File: config.mk
export PLATFORM = sky130hd
export DESIGN_NAME = ps2_mouse_device_sm
export DESIGN_NICKNAME = d
export VERILOG_FILES = /design/src/rtl/ps2_mouse_device_sm.sv
export SDC_FILE = /design/constraint.sdc
export NUM_CORES = 1
export LEC_CHECK = 0
export CAP_MARGIN = 20
export CELL_PAD_IN_SITES_DETAIL_PLACEMENT = 1
export CELL_PAD_IN_SITES_GLOBAL_PLACEMENT = 1
export CORE_AREA = 2 2 131 133
export DETAILED_ROUTE_END_ITERATION = 6
export DIE_AREA = 0 0 133 135
export MAX_ROUTING_LAYER = met4
export PLACE_DENSITY_LB_ADDON = 0.1
export SETUP_SLACK_MARGIN = 0.15
export SLEW_MARGIN = 20
export SYNTH_ARGS = -nofsm -noshare
export SYNTH_HDL_FRONTEND = slang
export SYNTH_SLANG_ARGS = --single-unit
export TNS_END_PERCENT = 1
File: constraint.sdc
create_clock -name CLK -period 8.95 [get_ports CLK]
set_clock_uncertainty 0.05 [all_clocks]
set_input_delay 2.685 -clock CLK [delete_from_list [all_inputs] [get_ports CLK]]
set_output_delay 2.685 -clock CLK [all_outputs]
set_load 0.03 [all_outputs]
File: src/rtl/ps2_mouse_device_sm.sv
// Device-side PS/2 mouse responder: answers host commands and streams
// 3-byte movement packets built from saturating signed accumulators.
module ps2_mouse_device_sm #(
    parameter int POWERUP_DELAY = 1000,
    parameter int SAMPLE_PERIOD = 50000,
    parameter int TX_TIMEOUT    = 500000
) (
    input  logic       CLK,
    input  logic       RESET,
    input  logic       BYTE_RX_READY,
    input  logic [7:0] BYTE_RX,
    input  logic       BYTE_RX_ERROR,
    output logic       SEND_BYTE,
    output logic [7:0] BYTE_TO_SEND,
    input  logic       BYTE_SENT,
    input  logic       MOVE_VALID,
    input  logic [8:0] MOVE_DX,
    input  logic [8:0] MOVE_DY,
    input  logic [2:0] BUTTONS,
    output logic       STREAMING,
    output logic [3:0] CURRENT_STATE
);

    typedef enum logic [3:0] {
        S_POWERUP  = 4'd0,
        S_WAIT_AA  = 4'd1,
        S_WAIT_ID  = 4'd2,
        S_IDLE     = 4'd3,
        S_WAIT_RSP = 4'd4,
        S_WAIT_ST  = 4'd5,
        S_WAIT_DX  = 4'd6,
        S_WAIT_DY  = 4'd7
    } state_t;

    typedef enum logic [1:0] {P_NONE, P_RESET, P_ID} pend_t;

    localparam int TMAX = (POWERUP_DELAY > TX_TIMEOUT) ? POWERUP_DELAY : TX_TIMEOUT;
    localparam int TW   = $clog2(TMAX + 1);
    localparam int SW   = $clog2(SAMPLE_PERIOD + 1);

    state_t             state, state_n;
    pend_t              pend, pend_n;
    logic [TW-1:0]      tmr;
    logic [SW-1:0]      samp;
    logic               pkt_seen;
    logic               rx_v, rx_e;
    logic [7:0]         rx_b;
    logic signed [9:0]  acc_x, acc_y, acc_x_n, acc_y_n;
    logic               ovf_x, ovf_y, ovf_x_n, ovf_y_n;
    logic [2:0]         last_btn;
    logic [7:0]         pkt_dx, pkt_dy;
    logic               send_n, stream_n;
    logic [7:0]         byte_n;
    logic               clr_acc, latch_pkt, take_cmd;
    logic               cmd_v, cmd_e;
    logic [7:0]         cmd_b;
    logic               tmo, pu_done, samp_exp, report;

    // A live byte takes precedence over an older latched one.
    assign cmd_v    = BYTE_RX_READY | rx_v;
    assign cmd_e    = BYTE_RX_READY ? BYTE_RX_ERROR : rx_e;
    assign cmd_b    = BYTE_RX_READY ? BYTE_RX : rx_b;
    assign tmo      = (tmr == TW'(TX_TIMEOUT - 1));
    assign pu_done  = (tmr == TW'(POWERUP_DELAY - 1));
    assign samp_exp = (samp == SW'(SAMPLE_PERIOD)) | ~pkt_seen;
    assign report   = (acc_x != '0) | (acc_y != '0) | ovf_x | ovf_y
                    | (BUTTONS != last_btn);
    assign CURRENT_STATE = state;

    function automatic logic signed [9:0] sat(input logic signed [9:0] v);
        if (v > 10'sd255)
            return 10'sd255;
        else if (v < -10'sd256)
            return -10'sd256;
        return v;
    endfunction

    always_comb begin
        state_n   = state;
        pend_n    = pend;
        send_n    = 1'b0;
        byte_n    = BYTE_TO_SEND;
        stream_n  = STREAMING;
        clr_acc   = 1'b0;
        latch_pkt = 1'b0;
        take_cmd  = 1'b0;
        unique case (state)
            S_POWERUP: if (pu_done) begin
                send_n = 1'b1; byte_n = 8'hAA; state_n = S_WAIT_AA;
            end
            S_WAIT_AA: if (BYTE_SENT) begin
                send_n = 1'b1; byte_n = 8'h00; state_n = S_WAIT_ID;
            end else if (tmo) state_n = S_IDLE;
            S_WAIT_ID: if (BYTE_SENT | tmo) state_n = S_IDLE;
            S_IDLE: if (cmd_v) begin
                take_cmd = 1'b1;
                send_n   = 1'b1;
                byte_n   = 8'hFA;
                pend_n   = P_NONE;
                state_n  = S_WAIT_RSP;
                if (cmd_e) byte_n = 8'hFE;
                else begin
                    case (cmd_b)
                        8'hFF: begin stream_n = 1'b0; clr_acc = 1'b1; pend_n = P_RESET; end
                        8'hF4: stream_n = 1'b1;
                        8'hF5: stream_n = 1'b0;
                        8'hF2: pend_n = P_ID;
                        default: byte_n = 8'hFE;
                    endcase
                end
            end else if (STREAMING && samp_exp && report) begin
                latch_pkt = 1'b1;
                send_n    = 1'b1;
                byte_n    = {ovf_y, ovf_x, acc_y[8], acc_x[8], 1'b1, BUTTONS};
                state_n   = S_WAIT_ST;
            end
            S_WAIT_RSP: if (BYTE_SENT) begin
                pend_n = P_NONE;
                case (pend)
                    P_RESET: state_n = S_POWERUP;
                    P_ID:    begin send_n = 1'b1; byte_n = 8'h00; state_n = S_WAIT_ID; end
                    default: state_n = S_IDLE;
                endcase
            end else if (tmo) begin
                pend_n = P_NONE; state_n = S_IDLE;
            end
            // A pending host byte abandons the rest of the packet.
            S_WAIT_ST: if (BYTE_SENT && !cmd_v) begin
                send_n = 1'b1; byte_n = pkt_dx; state_n = S_WAIT_DX;
            end else if (BYTE_SENT | tmo) state_n = S_IDLE;
            S_WAIT_DX: if (BYTE_SENT && !cmd_v) begin
                send_n = 1'b1; byte_n = pkt_dy; state_n = S_WAIT_DY;
            end else if (BYTE_SENT | tmo) state_n = S_IDLE;
            S_WAIT_DY: if (BYTE_SENT | tmo) state_n = S_IDLE;
            default: state_n = S_IDLE;
        endcase
    end

    always_comb begin
        logic signed [9:0] bx, by, sx, sy;
        bx = (clr_acc | latch_pkt) ? 10'sd0 : acc_x;
        by = (clr_acc | latch_pkt) ? 10'sd0 : acc_y;
        sx = bx + $signed({MOVE_DX[8], MOVE_DX});
        sy = by + $signed({MOVE_DY[8], MOVE_DY});
        acc_x_n = MOVE_VALID ? sat(sx) : bx;
        acc_y_n = MOVE_VALID ? sat(sy) : by;
        ovf_x_n = (~(clr_acc | latch_pkt) & ovf_x) | (MOVE_VALID & (sat(sx) != sx));
        ovf_y_n = (~(clr_acc | latch_pkt) & ovf_y) | (MOVE_VALID & (sat(sy) != sy));
    end

    always_ff @(posedge CLK) begin
        if (RESET) begin
            state        <= S_POWERUP;
            pend         <= P_NONE;
            tmr          <= '0;
            samp         <= '0;
            pkt_seen     <= 1'b0;
            rx_v         <= 1'b0;
            rx_e         <= 1'b0;
            rx_b         <= '0;
            acc_x        <= '0;
            acc_y        <= '0;
            ovf_x        <= 1'b0;
            ovf_y        <= 1'b0;
            last_btn     <= '0;
            pkt_dx       <= '0;
            pkt_dy       <= '0;
            SEND_BYTE    <= 1'b0;
            BYTE_TO_SEND <= '0;
            STREAMING    <= 1'b0;
        end else begin
            state        <= state_n;
            pend         <= pend_n;
            tmr          <= (state_n != state) ? '0 : tmr + 1'b1;
            SEND_BYTE    <= send_n;
            BYTE_TO_SEND <= byte_n;
            STREAMING    <= stream_n;
            acc_x        <= acc_x_n;
            acc_y        <= acc_y_n;
            ovf_x        <= ovf_x_n;
            ovf_y        <= ovf_y_n;
            if (take_cmd) rx_v <= 1'b0;
            else if (BYTE_RX_READY) begin
                rx_v <= 1'b1;
                rx_e <= BYTE_RX_ERROR;
                rx_b <= BYTE_RX;
            end
            if (latch_pkt) begin
                samp     <= '0;
                pkt_seen <= 1'b1;
                last_btn <= BUTTONS;
                pkt_dx   <= acc_x[7:0];
                pkt_dy   <= acc_y[7:0];
            end else if (samp != SW'(SAMPLE_PERIOD)) begin
                samp <= samp + 1'b1;
            end
        end
    end

endmodule

==> impl_results.md, run 1 <==
- Post-Syn Instances: 669
- Pre-CTS WS: 1557 ps
- Synthesized flop and latch total: 103
- CP max FO: 20
- Syn Area/Cell: 8.472 µm²
- Largest net degree at the start of global routing: 50
- Clk slew on worst S/H paths: 70 ps
- Synthesized cell area: 5668 µm²
- Top FF cell, synth: dfxtp_1
- Design area: 6660 µm²
- Share of layout cells above drive strength 1: 6.056%
- Status: completed
- Sequential cell area fraction in the yosys report: 36.38%
- Synthesized Nets: 729
- DR pass1 iterations: 4
- Synth async-reset ratio: 0%
- RSZ-0062 raised after global routing: false
- Main area contributors after synthesis: dfxtp_1, nor2_1, nand2_1
- IO Count: 49
- DP HPWL: 11700 µm
- Post-synth EDFFs: 0
- TritonCTS buffer count: 9
- Worst-margin pin slew: 892.2 ps
- H-tree levels: 3
- Post-Place Cells: 915
- WL per Instance: 16.32 µm
- Initial DRC Count: 151
- DRC: 0
- Max cap viols: 0
- Setup TNS: 0 ps
- Highest ir drop seen on vdd: 0.09883 mV
- First-pass GRT wire length: 25280 µm
- Core Util, Final: 40.59%
- Worst-path cell chain: clkdlybuf4s50_1 > nor2_1 > nand3_1 > a21oi_2 > a21oi_1 > buf_4 > and2_1 > ha_1 > fa_1 > a21o_1 > a21oi_1 > o21ai_1 > o41ai_2 > xor2_1 > a21oi_2 > a221o_1
- Most frequent cells after synthesis: dfxtp_1, nor2_1, nand2_1
- Root Driver: clkbuf_16
- Global route overflow: 0
- Setup violators final: 0
- Initial core utilization: 34.55%
- Final ANT Viol Nets: 0
- CP max stage delay: 680 ps
- Kind of critical path: in2reg
- Clock Path Buffers: 2
- Worst skew pair latency: 360 ps
- Vias in the first global route: 5035
- TritonCTS clock tree: built
- Via count: 4881
- Non-filler instance count after layout: 930
- Area Overhead vs Synth: 17.51%
- Minimum clock period: 7023 ps
- Critical path data required time: 9140 ps
- Hold Fails Final Rpt: 0
- Crit-path slowest cell: clkdlybuf4s50_1
- Post-synth top area cell: dfxtp_1
- Static Leak: 2.506 nW
- Clock Sink Count: 103
- Vias per inst: 5.248
- Die height: 135 µm
- Class of the worst hold path: reg2reg
- Fin crit share: 78.47%
- Yosys warning total: 0
- Arrival @ worst endpoint: 7220 ps
- Layout Nets: 766
- PwrDens: 212.8 nW/µm²
- Cell variety after synth: 71
- Die width: 133 µm
- Setup crit end kind: flop
- Max Fclk: 0.1424 GHz
- Total track usage: 18.02%
- Top-area cell type share of the netlist area: 36.38%
- RePlAce Congestion: 0.7972
- Worst slew margin: 40.07%
- Final worst setup slack: 1927 ps
- Port Buf Inserts: 48
- Post-CTS setup buffer count: 0
- Full die area: 17960 µm²
- Placed Area: 6346 µm²
- Slew Limit Fails: 0
- Core Region: 16410 µm²
- Post_cts resized: 0
- Initial antenna violation count: 0
- Site Rows: 47
- Critical path launch point type: input port
- Hold buffers post-CTS: 0
- Antenna Cells: 0
- Final wirelength: 15170 µm
- Count leader, synth: dfxtp_1
## power by group
| group | leakage (nW) | switching [mW] | internal, mW | total, mW |
|---|---|---|---|---|
| clock | 0.149 | 0.171 | 0.251 | 0.422 |
| combinational | 1.52 | 0.234 | 0.200 | 0.434 |
| sequential | 0.840 | 0.0556 | 0.505 | 0.561 |
| total | 2.51 | 0.460 | 0.957 | 1.42 |
## worst max-delay path, delay by kind of cell
family	cells	cell delay (ps)
and+or+nand+nor	3	880
AOI/OAI and AO/OA	8	1660
buffers and inverters	2	900
xor gates and xnor gates	1	480
adders and majority gates	2	610
## cell families after synthesis
| group | count (synthesis) | synth area share [%] |
|---|---|---|
| buf+inv | 44 | 3.002 |
| xor+xnor | 50 | 7.991 |
| simple gates | 293 | 25.81 |
| fa+ha+maj | 25 | 5.784 |
| other cells | 1 | 0.06616 |
| compound gates | 138 | 18.15 |
| flops | 103 | 36.38 |
| mux | 15 | 2.826 |
## final timing paths
kind / from / endpoint / slack [ps] / depth (start not counted)
max: BYTE_RX_READY / acc_y[7]$_SDFF_PP0_ / 1930 / 16
min: pkt_dx[0]$_SDFFE_PP0P_ / pkt_dx[0]$_SDFFE_PP0P_ / 410 / 2
max reg2reg: CURRENT_STATE[0]$_SDFF_PP0_ / acc_y[7]$_SDFF_PP0_ / 3940 / 15
min reg2reg: pkt_dx[0]$_SDFFE_PP0P_ / pkt_dx[0]$_SDFFE_PP0P_ / 410 / 2
## metal layers
layer,global-route usage (%),vias to the layer above,share of wire [%]
met4,7.228,0,2.2
met5,-,-,0
li1,-,2458,-
met1,20.91,2357,46
met3,2.290,19,1.8
met2,31.69,47,50
## flip-flops by register name, indices dropped and copies added (netlist names)
register and flops:
STREAMING 1, ovf_x 1, last_btn 3, rx_e 1, rx_b 8, acc_y 10, CURRENT_STATE 4, acc_x 10
BYTE_TO_SEND 8, pend 2, pkt_dx 8, rx_v 1, tmr 19, pkt_dy 8, ovf_y 1, SEND_BYTE 1
pkt_seen 1, samp 16
## per-stage QoR
| step | power, mW | hold WS [ps] |
|---|---|---|
| floorplan | 0.8793 | 377.3 |
| global placement | 0.9990 | 395.5 |
| detailed placement | 1.009 | 398.7 |
| CTS | 1.437 | 406.7 |
| global route | 1.497 | 433.9 |
| finish | 1.417 | 405.7 |
## area by class of cell
class | count | area (µm²)
timing repair buffer | 52 | 505.5
fill | 1954 | 9747
inverter | 18 | 67.56
sequential | 103 | 2062
tap | 220 | 275.3
clock inverter | 3 | 67.56
clock buffer | 12 | 246.5
multi-input combinational | 522 | 3436
## placed cells by master (no fill, tap or decap), types with 15 or more instances in the layout
cell             Yosys  layout
clkdlybuf4s50_1      0      47
ha_1                23      23
dfxtp_1            103     103
xor2_1              31      31
xnor2_1             18      18
nor2_1              94      94
inv_1               18      18
o21ai_0             16      16
and2_1              24      24
a221o_1             15      15
nand2_1             78      78
nand3_1             20      20
a21oi_1             37      37
No activity file was read; power rests on OpenSTA's default activity.
==> inputs of run 2 (changes only) <==
==> constraint.sdc (replaced) <==
create_clock -name CLK -period 7.29 [get_ports CLK]
set_clock_uncertainty 0.05 [all_clocks]
set_input_delay 2.187 -clock CLK [delete_from_list [all_inputs] [get_ports CLK]]
set_output_delay 2.187 -clock CLK [all_outputs]
set_load 0.03 [all_outputs]
==> run 2 against run 1 <==
Against the previous run:
- first-iteration DRC count rose by 72%
- sequential cell count stayed put
- critical endpoint unchanged
- final area increased by 0.17%
- hold slack hardly changed
- sequential power up 23%
- die area stayed put
- sequential share of layout area down 0.052 points
- count of clock-buffer cells in the layout up 1
- critical path type unchanged
==> impl_results.md, run 2 (synthesized netlist as in run 1, its figures left out) <==
- Status: completed
- Max cap viols: 0
- Post-CTS setup buffer count: 0
- Die width: 133 µm
- Max Fclk: 0.1561 GHz
- Root Driver: clkbuf_16
- IO Count: 49
- Core Util, Final: 40.66%
- Port Buf Inserts: 48
- Area Overhead vs Synth: 17.70%
- RePlAce Congestion: 0.8296
- Post_cts resized: 0
- Initial antenna violation count: 0
- TritonCTS clock tree: built
- Minimum clock period: 6405 ps
- Final worst setup slack: 885.4 ps
- Pre-CTS WS: 491.9 ps
- Net switching power: 564.2 µW
- Clk pwr share: 29.0%
- Max reg flops: 19
- Initial DRC Count: 259
- Crit-path slowest cell: clkdlybuf4s50_1
- Class of the worst hold path: reg2reg
- Core Region: 16410 µm²
- Most flops, register: tmr
- WL per Instance: 16.47 µm
- Initial core utilization: 34.55%
- Hold Fails Final Rpt: 0
- Worst skew pair latency: 360 ps
- DP HPWL: 11920 µm
- Largest net degree at the start of global routing: 50
- PwrDens: 258.6 nW/µm²
- Site Rows: 47
- RSZ-0062 raised after global routing: false
- Clock Sink Count: 103
- H-tree levels: 3
- DRC: 0
- Delay-heaviest family, CP: compound AO/OA/AOI/OAI gates
- Most common cell after layout, fill and taps aside: dfxtp_1
- Antenna Cells: 0
- Kind of critical path: in2reg
- Total track usage: 18.32%
- Most common cell on crit path: a21oi_1
- Fillers: 1940
- Hold buffers post-CTS: 0
- Global route overflow: 0
- Combinational fraction of design power: 31.1%
- Clock Path Buffers: 2
- Critical path launch point type: input port
- Total internal power: 1.161 mW
- Share of layout cells above drive strength 1: 6.592%
- Via count: 4901
- Full die area: 17960 µm²
- Die height: 135 µm
- Setup violators final: 0
- Clk slew on worst S/H paths: 70 ps
- First-pass GRT wire length: 25740 µm
- Critical path data required time: 7480 ps
- CP max FO: 12
- Vias in the first global route: 5118
- Highest ir drop seen on vdd: 0.1194 mV
- Worst slew margin: 34.76%
- DR pass1 iterations: 4
- CP max stage delay: 640 ps
- Worst-path cell chain: clkdlybuf4s50_1 > nor2b_1 > o21ai_2 > a211oi_4 > a21oi_1 > and2_1 > ha_1 > fa_1 > a21o_1 > a21oi_1 > o21ai_1 > o41ai_2 > xor2_1 > a21oi_2 > a221o_1
- Layout Nets: 768
- Regs by FF count: tmr: 19 flops, samp: 16 flops
- Buf/Inv on CP: 1
- Final ANT Viol Nets: 0
- Final wirelength: 15370 µm
- Fin crit share: 87.85%
- Arrival @ worst endpoint: 6600 ps
- Setup TNS: 0 ps
- Vias per inst: 5.253
- Slew Limit Fails: 0
- Part of the power in registers: 39.9%
- Most frequent cells in the layout: dfxtp_1, nor2_1, nand2_1
- TritonCTS buffer count: 9
- Static Leak: 2.523 nW
- Worst-margin pin slew: 971.4 ps
- Switching Fraction: 32.70%
- Setup crit end kind: flop
run 2: changes by cell type in the layout (fill, tap and decap cells not counted):
cell,change
clkinvlp_4,-1
clkbuf_8,+2
bufinv_16,-1
buf_4,+2
clkbuf_1,-1
clkinv_2,+2
run 2: worst reg2reg max path, cell delays in order, from the launching register on:
cell      delay [ps]
dfxtp_1          760
and4bb_1         610
o21ai_2          190
a211oi_4         420
a21oi_1          280
and2_1           270
ha_1             210
fa_1             420
a21o_1           170
a21oi_1          220
o21ai_1          140
o41ai_2          250
xor2_1           470
a21oi_2          180
a221o_1          340
run 2: area by class of cell:
type | count | area (µm²) | share of cell area (%)
Clock buffer | 13 | 270.3 | 4.051
Clock inverter | 3 | 40.04 | 0.6001
Inverter | 18 | 67.56 | 1.013
Multi-Input combinational cell | 522 | 3436 | 51.50
Sequential cell | 103 | 2062 | 30.91
Tap cell | 220 | 275.3 | 4.126
Timing Repair Buffer | 54 | 520.5 | 7.802
run 2: routing by layer:
metal | vias to the layer above | global-route usage (%) | part of all wire, %
met5 | - | - | 0
met4 | 0 | 6.033 | 1.3
met3 | 13 | 2.290 | 1.8
met2 | 40 | 32.30 | 51
met1 | 2385 | 21.71 | 46
li1 | 2463 | - | -
run 2: power groups by stage:
stage | Combinational, mW | Clock [mW] | Sequential [mW]
final | 0.537 | 0.501 | 0.688
after global routing | 0.598 | 0.539 | 0.698
after CTS | 0.543 | 0.517 | 0.689
after detailed placement | 0.541 | 0 | 0.701
after global placement | 0.524 | 0 | 0.701
after floorplan | 0.401 | 0 | 0.678
run 2: worst paths after layout:
check,from,endpoint,slack (ps),cells past startpoint
hold / removal,pkt_dx[0]$_SDFFE_PP0P_,pkt_dx[0]$_SDFFE_PP0P_,410,2
hold reg to reg,pkt_dx[0]$_SDFFE_PP0P_,pkt_dx[0]$_SDFFE_PP0P_,410,2
setup / recovery,BYTE_RX_READY,acc_y[7]$_SDFF_PP0_,890,15
setup reg to reg,CURRENT_STATE[0]$_SDFF_PP0_,acc_y[7]$_SDFF_PP0_,2200,14
run 2: stage by stage:
stage / instance area, µm² / power, mW / hold WS (ps) / cells
final: 6671 / 1.725 / 405.7 / 933
after global routing: 6671 / 1.835 / 436.6 / 933
after CTS: 6671 / 1.749 / 409.1 / 933
after detailed placement: 6361 / 1.242 / 400.7 / 917
after global placement: 6361 / 1.225 / 390.3 / 917
after floorplan: 5668 / 1.080 / 377.3 / 669
==> inputs of run 3 (changes only) <==
--- a/config.mk
+++ b/config.mk
@@ -8,9 +8,9 @@
 export CAP_MARGIN = 20
 export CELL_PAD_IN_SITES_DETAIL_PLACEMENT = 1
 export CELL_PAD_IN_SITES_GLOBAL_PLACEMENT = 1
-export CORE_AREA = 2 2 131 133
+export CORE_AREA = 2 2 117 119
 export DETAILED_ROUTE_END_ITERATION = 6
-export DIE_AREA = 0 0 133 135
+export DIE_AREA = 0 0 119 121
 export MAX_ROUTING_LAYER = met4
 export PLACE_DENSITY_LB_ADDON = 0.1
 export SETUP_SLACK_MARGIN = 0.15
==> run 3 against run 2 <==
Against the previous run:
- critical path type unchanged
- setup slack worse by 180 ps
- critical path depth is 1 higher
- via count is 1.0% higher
- non-clock buffer count is 1 lower
- clock power is 3% lower
- critical endpoint is now acc_x[3]$_SDFF_PP0_
==> impl_results.md, run 3 (synthesized netlist as in run 1, its figures left out) <==
- Status: completed
- CP max FO: 15
- Regs by FF count: tmr: 19 flops, samp: 16 flops
- Post-CTS setup buffer count: 0
- Worst-path cell chain: clkdlybuf4s50_1 > nor3b_1 > o21ai_2 > a211oi_4 > a21oi_1 > buf_4 > and2_1 > ha_1 > fa_1 > a21oi_1 > o211ai_1 > nor3_1 > o21ba_2 > xor2_1 > a31oi_2 > a221o_1
- WP depth: 16
- First-pass GRT wire length: 25170 µm
- GR peak layer: met2
- Full die area: 14400 µm²
- Total power: 1.717 mW
- Die height: 121 µm
- Critical path launch point type: input port
- Setup crit end kind: flop
- Most common cell on crit path: a21oi_1
- Design area: 6596 µm²
- Core Util, Final: 50.41%
- Share of layout cells above drive strength 1: 6.470%
- Largest net degree at the start of global routing: 50
- Buf/Inv on CP: 2
- Highest ir drop seen on vdd: 0.1156 mV
- Kind of critical path: in2reg
- Most common cell after layout, fill and taps aside: dfxtp_1
- DP HPWL: 11370 µm
- Critical path data required time: 7480 ps
- Setup violators final: 0
- Clk slew on worst S/H paths: 70 ps
- Global route overflow: 0
- Final wirelength: 14850 µm
- Hold buffers post-CTS: 0
- Clock Sink Count: 103
- Grt met1 use: 25.28%
- DRC: 0
- Class of the worst hold path: reg2reg
- CP max stage delay: 690 ps
- Hold Fails Final Rpt: 0
- Worst-margin pin slew: 931.7 ps
- Vias in the first global route: 5213
- Final ANT Viol Nets: 0
- Most frequent cells in the layout: dfxtp_1, nor2_1, nand2_1
- Initial antenna violation count: 0
- Initial core utilization: 43.32%
- TritonCTS buffer count: 9
- Hold path depth: 2
- Total track usage: 22.15%
- WL per Instance: 16.74 µm
- Slew Limit Fails: 0
- PwrDens: 260.2 nW/µm²
- Antenna Cells: 0
- IO Count: 49
- Placed Area: 6299 µm²
- Site Rows: 42
- Max Fclk: 0.1518 GHz
- TritonCTS clock tree: built
- Delay-heaviest family, CP: compound AO/OA/AOI/OAI gates
- Die width: 119 µm
- Clock Path Buffers: 2
- Core Region: 13090 µm²
- Static Leak: 2.514 nW
- H-tree levels: 3
- Worst slew margin: 37.42%
- Max reg flops: 19
- Post_cts resized: 0
- RePlAce Congestion: 0.8244
- Crit-path slowest cell: clkdlybuf4s50_1
- DR pass1 iterations: 4
- Root Driver: clkbuf_16
- Minimum clock period: 6586 ps
- FF-to-FF setup slack: 2370 ps
- RSZ-0062 raised after global routing: false
- Layout Nets: 767
- Worst skew pair latency: 350 ps
- Max cap viols: 0
- M2 GR Usage: 39.66%
- Area Overhead vs Synth: 16.38%
- Arrival @ worst endpoint: 6770 ps
- Depth of the most critical reg-to-reg path: 15
- Met3 Track Usage GR: 4.182%
- Via count: 4951
- Setup TNS: 0 ps
- Most flops, register: tmr
- Port Buf Inserts: 48
- Initial DRC Count: 248
- Vias per inst: 5.582
- Fin crit share: 90.34%
[run 3: layer usage]
metal  share of wire, %  vias to the layer above  wire (µm)
met3                2.4                       25        354
met4                1.8                        0        266
met1                 44                     2417       6475
li1                   -                     2456          -
met2                 52                       53       7754
met5                  0                        -          0
[run 3: worst reg2reg max path, stage by stage (launching register included)]
cell and delay, ps:
dfxtp_1 710, and4bb_1 570, o21ai_2 190, a211oi_4 410
a21oi_1 220, buf_4 240, and2_1 170, ha_1 220
fa_1 430, a21oi_1 220, o211ai_1 150, nor3_1 170
o21ba_2 190, xor2_1 310, a31oi_2 210, a221o_1 360
[run 3: cell type report]
type,instances,area (µm²)
tap,176,220.2
fill,1561,6489
inverter,18,67.56
clock buffer,11,252.7
clock inverter,4,45.04
timing repair buffer,53,513.0
sequential,103,2062
multi-input combinational,522,3436
[run 3: stage by stage]
step | setup slack (ps) | hold slack, ps | std cells
3_3_place_gp | 633.7 | 389.9 | 872
3_5_place_dp | 339.0 | 399.0 | 872
5_1_grt | 416.5 | 435.6 | 887
4_1_cts | 678.4 | 409.0 | 887
6_report | 704.5 | 404.5 | 887
2_1_floorplan | 1555 | 377.3 | 669
[run 3: path summary, 6_finish.rpt]
check,from,to
min reg2reg,pkt_dy[7]$_SDFFE_PP0P_,pkt_dy[7]$_SDFFE_PP0P_
max,BYTE_RX_READY,acc_x[3]$_SDFF_PP0_
min,pkt_dy[7]$_SDFFE_PP0P_,pkt_dy[7]$_SDFFE_PP0P_
max reg2reg,CURRENT_STATE[0]$_SDFF_PP0_,acc_x[3]$_SDFF_PP0_
[run 3: power breakdown]
group | switching (mW) | internal [mW] | total, mW
Combinational | 0.292 | 0.249 | 0.541
Clock | 0.205 | 0.281 | 0.486
Sequential | 0.0696 | 0.620 | 0.690
Total | 0.566 | 1.15 | 1.72
